<file path="src/rtl/jtag_pkg.sv">
// Shared JTAG definitions: IEEE 1149.1 TAP state codes and the capture/update
// states that mark the start and end of a scan frame.
package jtag_pkg;

   typedef enum logic [3:0] {
      ST_EXIT2_DR         = 4'h0,
      ST_EXIT1_DR         = 4'h1,
      ST_SHIFT_DR         = 4'h2,
      ST_PAUSE_DR         = 4'h3,
      ST_SELECT_IR        = 4'h4,
      ST_UPDATE_DR        = 4'h5,
      ST_CAPTURE_DR       = 4'h6,
      ST_SELECT_DR        = 4'h7,
      ST_EXIT2_IR         = 4'h8,
      ST_EXIT1_IR         = 4'h9,
      ST_SHIFT_IR         = 4'hA,
      ST_PAUSE_IR         = 4'hB,
      ST_RUN_TEST_IDLE    = 4'hC,
      ST_UPDATE_IR        = 4'hD,
      ST_CAPTURE_IR       = 4'hE,
      ST_TEST_LOGIC_RESET = 4'hF
   } tap_state_e;

   localparam logic [3:0] TAP_UPDATE_DR  = 4'h5;
   localparam logic [3:0] TAP_UPDATE_IR  = 4'hD;
   localparam logic [3:0] TAP_CAPTURE_DR = 4'h6;
   localparam logic [3:0] TAP_CAPTURE_IR = 4'hE;
   localparam logic [3:0] TAP_SHIFT_DR   = 4'h2;
   localparam logic [3:0] TAP_SHIFT_IR   = 4'hA;
   localparam logic [3:0] TAP_RESET      = 4'hF;

endpackage

</file>
<file path="src/rtl/jtag_tap_mirror.sv">
// Shadow copy of the device TAP controller, advanced by the same TMS the device sees.
// state               | meaning
// TEST_LOGIC_RESET    | TAP reset, held while tms=1 or trstn=0
// RUN_TEST_IDLE       | idle between scans
// SELECT_DR/IR        | choosing DR or IR path
// CAPTURE_DR/IR       | frame start
// SHIFT_DR/IR         | TDO bit valid each edge
// EXIT1/PAUSE/EXIT2   | exit or pause shifting, frame still open
// UPDATE_DR/IR        | frame end
module jtag_tap_mirror
   import jtag_pkg::*;
(
   input  logic       jtag_clk_i,
   input  logic       rst_n,
   input  logic       trstn,
   input  logic       tms,
   output logic [3:0] tap_state,
   output logic [3:0] next_state
);

   tap_state_e state_q;
   tap_state_e state_d;

   always_comb begin
      state_d = state_q;
      case (state_q)
         ST_TEST_LOGIC_RESET: state_d = tms ? ST_TEST_LOGIC_RESET : ST_RUN_TEST_IDLE;
         ST_RUN_TEST_IDLE:    state_d = tms ? ST_SELECT_DR        : ST_RUN_TEST_IDLE;
         ST_SELECT_DR:        state_d = tms ? ST_SELECT_IR        : ST_CAPTURE_DR;
         ST_CAPTURE_DR:       state_d = tms ? ST_EXIT1_DR         : ST_SHIFT_DR;
         ST_SHIFT_DR:         state_d = tms ? ST_EXIT1_DR         : ST_SHIFT_DR;
         ST_EXIT1_DR:         state_d = tms ? ST_UPDATE_DR        : ST_PAUSE_DR;
         ST_PAUSE_DR:         state_d = tms ? ST_EXIT2_DR         : ST_PAUSE_DR;
         ST_EXIT2_DR:         state_d = tms ? ST_UPDATE_DR        : ST_SHIFT_DR;
         ST_UPDATE_DR:        state_d = tms ? ST_SELECT_DR        : ST_RUN_TEST_IDLE;
         ST_SELECT_IR:        state_d = tms ? ST_TEST_LOGIC_RESET : ST_CAPTURE_IR;
         ST_CAPTURE_IR:       state_d = tms ? ST_EXIT1_IR         : ST_SHIFT_IR;
         ST_SHIFT_IR:         state_d = tms ? ST_EXIT1_IR         : ST_SHIFT_IR;
         ST_EXIT1_IR:         state_d = tms ? ST_UPDATE_IR        : ST_PAUSE_IR;
         ST_PAUSE_IR:         state_d = tms ? ST_EXIT2_IR         : ST_PAUSE_IR;
         ST_EXIT2_IR:         state_d = tms ? ST_UPDATE_IR        : ST_SHIFT_IR;
         ST_UPDATE_IR:        state_d = tms ? ST_SELECT_DR        : ST_RUN_TEST_IDLE;
         default:             state_d = ST_TEST_LOGIC_RESET;
      endcase
      // TAP reset wins over whatever TMS asks for
      if (!trstn) state_d = ST_TEST_LOGIC_RESET;
   end

   always_ff @(posedge jtag_clk_i or negedge rst_n) begin
      if (!rst_n) state_q <= ST_TEST_LOGIC_RESET;
      else        state_q <= state_d;
   end

   assign tap_state  = state_q;
   assign next_state = state_d;

endmodule

</file>
<file path="src/rtl/jtag_tdo_capture.sv">
// Passive TDO monitor: deserialises each IR/DR scan and presents the frame with
// length, overflow flag and a masked compare against an expected value.
module jtag_tdo_capture
   import jtag_pkg::*;
#(
   parameter int MAX_BITS = 64,
   parameter int LEN_W    = 7
) (
   input  logic                jtag_clk_i,
   input  logic                rst_n,
   input  logic                trstn,
   input  logic                tms,
   input  logic                tdo,
   input  logic [MAX_BITS-1:0] exp_data,
   input  logic [MAX_BITS-1:0] exp_mask,
   output logic                cap_valid,
   output logic                cap_is_ir,
   output logic [LEN_W-1:0]    cap_len,
   output logic [MAX_BITS-1:0] cap_data,
   output logic                cap_match,
   output logic                cap_ovf,
   output logic [3:0]          tap_state,
   output logic [15:0]         frame_cnt
);

   localparam int               IDX_W   = $clog2(MAX_BITS);
   localparam logic [LEN_W-1:0] MAX_CNT = LEN_W'(MAX_BITS);

   logic [3:0]          next_state;
   logic [MAX_BITS-1:0] sr;
   logic [LEN_W-1:0]    bit_cnt;
   logic                ovf_r;
   logic                is_ir_r;
   logic                frame_seen;
   logic                in_shift;
   logic                frame_start;
   logic                frame_end;

   jtag_tap_mirror u_tap (
      .jtag_clk_i (jtag_clk_i),
      .rst_n      (rst_n),
      .trstn      (trstn),
      .tms        (tms),
      .tap_state  (tap_state),
      .next_state (next_state)
   );

   assign in_shift    = (tap_state == TAP_SHIFT_DR) || (tap_state == TAP_SHIFT_IR);
   assign frame_start = (next_state == TAP_CAPTURE_DR) || (next_state == TAP_CAPTURE_IR);
   assign frame_end   = (next_state == TAP_UPDATE_DR) || (next_state == TAP_UPDATE_IR);

   // An aborted frame needs no cleanup: the next CAPTURE clears it anyway
   always_ff @(posedge jtag_clk_i or negedge rst_n) begin
      if (!rst_n) begin
         sr      <= '0;
         bit_cnt <= '0;
         ovf_r   <= 1'b0;
         is_ir_r <= 1'b0;
      end else if (frame_start) begin
         sr      <= '0;
         bit_cnt <= '0;
         ovf_r   <= 1'b0;
         is_ir_r <= (next_state == TAP_CAPTURE_IR);
      end else if (in_shift) begin
         if (bit_cnt < MAX_CNT) begin
            sr[bit_cnt[IDX_W-1:0]] <= tdo;
            bit_cnt                <= bit_cnt + 1'b1;
         end else begin
            ovf_r <= 1'b1;
         end
      end
   end

   always_ff @(posedge jtag_clk_i or negedge rst_n) begin
      if (!rst_n) begin
         cap_valid  <= 1'b0;
         cap_is_ir  <= 1'b0;
         cap_len    <= '0;
         cap_data   <= '0;
         cap_ovf    <= 1'b0;
         frame_cnt  <= '0;
         frame_seen <= 1'b0;
      end else begin
         cap_valid <= frame_end;
         if (frame_end) begin
            cap_is_ir  <= is_ir_r;
            cap_len    <= bit_cnt;
            cap_data   <= sr;
            cap_ovf    <= ovf_r;
            frame_cnt  <= frame_cnt + 16'd1;
            frame_seen <= 1'b1;
         end
      end
   end

   // Live compare so the expected value presented during cap_valid is the one used
   assign cap_match = frame_seen && (((cap_data ^ exp_data) & exp_mask) == '0);

endmodule

</file>
<file path="config.mk">
export PLATFORM = sky130hd
export DESIGN_NAME = jtag_tdo_capture
export DESIGN_NICKNAME = d
export VERILOG_FILES = /design/src/rtl/jtag_pkg.sv /design/src/rtl/jtag_tap_mirror.sv /design/src/rtl/jtag_tdo_capture.sv
export SDC_FILE = /design/constraint.sdc
export NUM_CORES = 1
export LEC_CHECK = 0
export BUFFER_PORTS_ARGS = -buffer_cell sky130_fd_sc_hd__buf_2
export CORE_ASPECT_RATIO = 1.1
export CORE_MARGIN = 2
export CORE_UTILIZATION = 40
export CTS_CLUSTER_SIZE = 25
export DETAILED_ROUTE_END_ITERATION = 10
export PLACE_DENSITY = 0.67
export SYNTH_ARGS = -nofsm -noshare
export SYNTH_HDL_FRONTEND = slang
export SYNTH_HIERARCHICAL = 1
export SYNTH_SLANG_ARGS = --single-unit
</file>
<file path="constraint.sdc">
create_clock -name jtag_clk_i -period 6.41 [get_ports jtag_clk_i]
set_clock_uncertainty 0.15 [all_clocks]
set_input_delay 1.282 -clock jtag_clk_i [delete_from_list [all_inputs] [get_ports jtag_clk_i]]
set_output_delay 1.282 -clock jtag_clk_i [all_outputs]
set_load 0.005 [all_outputs]
</file>
==> impl_metrics.env <==
export IMPL_status="finished, final reports clean"
export IMPL_core_area_sq_um=19100
export IMPL_fp_dieW_microns=137
export IMPL_initial_core_util_pct=40.9
export IMPL_yosys_warnings=6
export IMPL_regArea_sq_um=4210
export IMPL_ys_ff_latch=168
export IMPL_critPathMaxFanout=1
export IMPL_dr_total_vias=6719
export IMPL_drv_cap=0
export IMPL_cellLeakagePower_nw=5.19
export IMPL_crit_path_top_delay_cell="or4_1"
export IMPL_routedWlPerCell_microns=18.4
export IMPL_synth_top_family_by_area="simple AND/OR/NAND/NOR gates"
export IMPL_synth_top_cells_by_area="dfrtp_1 (53%), nand2_1 (12%), xor2_1 (7.5%)"
export IMPL_arrival_ns=3.18
export IMPL_min_delay_path_depth=1
export IMPL_n_fill_cell=1785
export IMPL_crit_top_cell="buf_2"
export IMPL_grt_start_max_net_pins=77
export IMPL_finalHoldViolCount=0
export IMPL_synth_xor_area_share_pct=9.20
export IMPL_postSynthAreaPerCell_sq_um=9.52
export IMPL_irDropWorstVdd_mv=0.198
export IMPL_first_pass_iters=5
export IMPL_crit_required_ns=4.98
export IMPL_timing_final_crit_share_pct=72.0
export IMPL_synthCells=820
export IMPL_drt_iter0_drc=655
export IMPL_synth_distinct_cells=50
export IMPL_synth_top_cell_area_share_pct=52.6
export IMPL_synth_nets=955
export IMPL_clk_latency_ns=0.43
export IMPL_multi_input_area_sq_um=3440
export IMPL_grt_pass1_vias=6484
export IMPL_hp_class="reg -> reg"
export IMPL_cellPowerDensity_nw_per_um2=258
export IMPL_synthSimpleGateAreaFrac_pct=19.6
export IMPL_synth_async_reset_ratio_pct=100
export IMPL_root_buffer="clkbuf_16"
export IMPL_rows=53
export IMPL_fin_nets=1168
export IMPL_die_y_microns=151
export IMPL_synthFlopType="dfrtp_1"
export IMPL_grt_use_total_pct=23.3
export IMPL_post_cts_buffers=0
export IMPL_place_hpwl_mm=17.5
export IMPL_rsz0062_at_grt="no"
export IMPL_setup_tns_ns=0
export IMPL_post_cts_resize_count=0
export IMPL_ios=228
export IMPL_worstMarginPinSlew_ns=1.23
export IMPL_end_kind="output port"
export IMPL_slowest_delay_ns=0.57
export IMPL_layout_drive_gt1_share_pct=27.5
export IMPL_hold_ws_ns=0.315
export IMPL_grt_pass1_wl_mm=35.9
export IMPL_synth_area_mux_share_pct=0.914
export IMPL_syn2layout_area_growth_pct=25.6
export IMPL_postCtsHoldBufs=0
export IMPL_crit_chain="buf_2 > xor2_1 > a22o_1 > a221oi_1 > nand3_1 > or4_1 > nor4_2 > buf_2"
export IMPL_antenna_found_initial=1
export IMPL_vias_per_cell=5.20
export IMPL_drt_wl_total_mm=23.8
export IMPL_route_detailed_drc=0
export IMPL_ys_seq_area_share_pct=53.9
export IMPL_yosys_area_top_type="dfrtp_1"
export IMPL_port_buffer_count=227
export IMPL_cts_buffers=17
export IMPL_antenna_cells=0
export IMPL_setup_viol=0
export IMPL_grt_overflow=0
export IMPL_ctsHtreeMaxLevel=4
export IMPL_fmax_mhz=217
export IMPL_synth_fa_ha_area_share_pct=0.321
export IMPL_synth_compound_area_share_pct=13.8
export IMPL_min_period_ns=4.62
export IMPL_path_clk_slew_ns=0.07
export IMPL_criticalPathCategory="in -> out"
export IMPL_cts_tree="built"
export IMPL_cts_max_path_buffers=2
export IMPL_ant_nets=0
export IMPL_start_kind="input port"
export IMPL_die_area_sq_um=20600
export IMPL_synth_edf_count=0
export IMPL_report_final_slew_viol_count=0
export IMPL_gp_congestion=0.821
export IMPL_relSlewSlack_pct=17.5
export IMPL_cts_sinks=168
export IMPL_syn_cell_area_sq_um=7810
export IMPL_reg2regPathDepth=9
-- path summary, 6_finish.rpt --
path | from | slack, ns | to
hold / removal | frame_cnt[15] | 0.31 | frame_cnt[15]
setup / recovery | exp_data[63] | 1.79 | cap_match
max in group asynchronous | rst_n | 4.27 | cap_data[0]
min in group asynchronous | rst_n | 0.68 | ovf_r
hold reg to reg | frame_cnt[15] | 0.31 | frame_cnt[15]
setup reg to reg | u_tap/tap_state[2] | 3.10 | sr[25]
-- placed cells by master (no fill, tap or decap), types with 2 or more instances in the layout --
cell type / count
nand2_1: 258
buf_2: 226
dfrtp_1: 164
xor2_1: 67
a21oi_1: 64
a211oi_1: 48
nor2_1: 36
clkbuf_16: 17
a22oi_1: 16
nand3_1: 15
xnor2_1: 15
nand4_1: 10
a22o_1: 7
o21ai_0: 7
buf_4: 7
a221oi_1: 6
mux2i_1: 6
o21ai_1: 6
nor3_2: 5
bufinv_16: 4
dfstp_2: 4
nand3b_1: 3
nor3_1: 3
nand2b_1: 3
nor3b_1: 3
clkbuf_8: 3
clkinvlp_4: 3
a221oi_2: 2
nor4_2: 2
inv_2: 2
or3_1: 2
and3_1: 2
ha_1: 2
clkinv_4: 2
clkbuf_1: 2
-- per-stage QoR --
stage	total power [W]	utilization, %	setup slack (ns)	instances	area [sq um]
floorplan	0.00129	-	2.33	820	7810
global placement	0.00144	48.0	1.84	1261	9170
detailed placement	0.00144	48.0	1.81	1261	9170
CTS	0.00255	51.4	1.81	1293	9810
global route	0.00262	51.4	1.68	1293	9810
finish	0.00253	51.4	1.79	1293	9810
-- critical path: cells and delay by family --
kind	cells	cell delay, ns
xor gates and xnor gates	1	0.18
buffers and inverters	2	0.25
AOI/OAI and AO/OA	2	0.48
and+or+nand+nor	3	0.99
-- kinds of logic (layout without fill, tap and decap cells) --
kind of cell / count (synthesis) / after routing
and+or+nand+nor: 355 / 355
adders and majority gates: 2 / 2
muxes: 7 / 7
xor gates and xnor gates: 82 / 82
DFF: 168 / 168
AOI/OAI and AO/OA: 163 / 163
buffers and inverters: 43 / 269
-- layout make-up --
cell class / instances / area share (%)
Clock inverter: 10 / 1.72
Sequential cell: 168 / 42.9
Inverter: 3 / 0.115
Clock buffer: 22 / 4.83
Tap cell: 247 / 3.15
Multi-Input combinational cell: 609 / 35.1
Timing Repair Buffer: 234 / 12.2
-- registers in the layout, indices dropped and copies added, names as in the netlist, 4 cells and up --
| register | cells |
|---|---|
| bit_cnt | 7 |
| u_tap/tap_state | 4 |
| cap_data | 64 |
| sr | 64 |
| cap_len | 7 |
| frame_cnt | 16 |
-- layer usage --
layer	up-vias	share of wire, %	track usage [%]
met2	201	51	40.5
met3	40	4.9	4.38
met5	-	0.046	0
met4	2	2.7	8.92
met1	3251	41	28.6
li1	3225	-	-
-- synthesized netlist by cell type, types with 4 or more instances --
| cell | count |
|---|---|
| o21ai_0 | 7 |
| a21oi_1 | 64 |
| mux2i_1 | 6 |
| o21ai_1 | 6 |
| a211oi_1 | 48 |
| clkbuf_1 | 27 |
| xor2_1 | 67 |
| buf_2 | 6 |
| dfstp_2 | 4 |
| xnor2_1 | 15 |
| a22o_1 | 7 |
| nor3b_1 | 4 |
| nand3_1 | 15 |
| nor2_1 | 37 |
| dfrtp_1 | 164 |
| nand4_1 | 10 |
| nor3_2 | 5 |
| a22oi_1 | 16 |
| a221oi_1 | 6 |
| nand2_1 | 258 |
| buf_1 | 7 |
-- where the power goes --
group | total [W] | switching [W] | internal [W]
combinational | 0.000284 | 0.000177 | 0.000107
clock | 0.00111 | 0.000425 | 0.000686
sequential | 0.00114 | 0.0000401 | 0.00110
No activity file was read; power rests on OpenSTA's default activity.
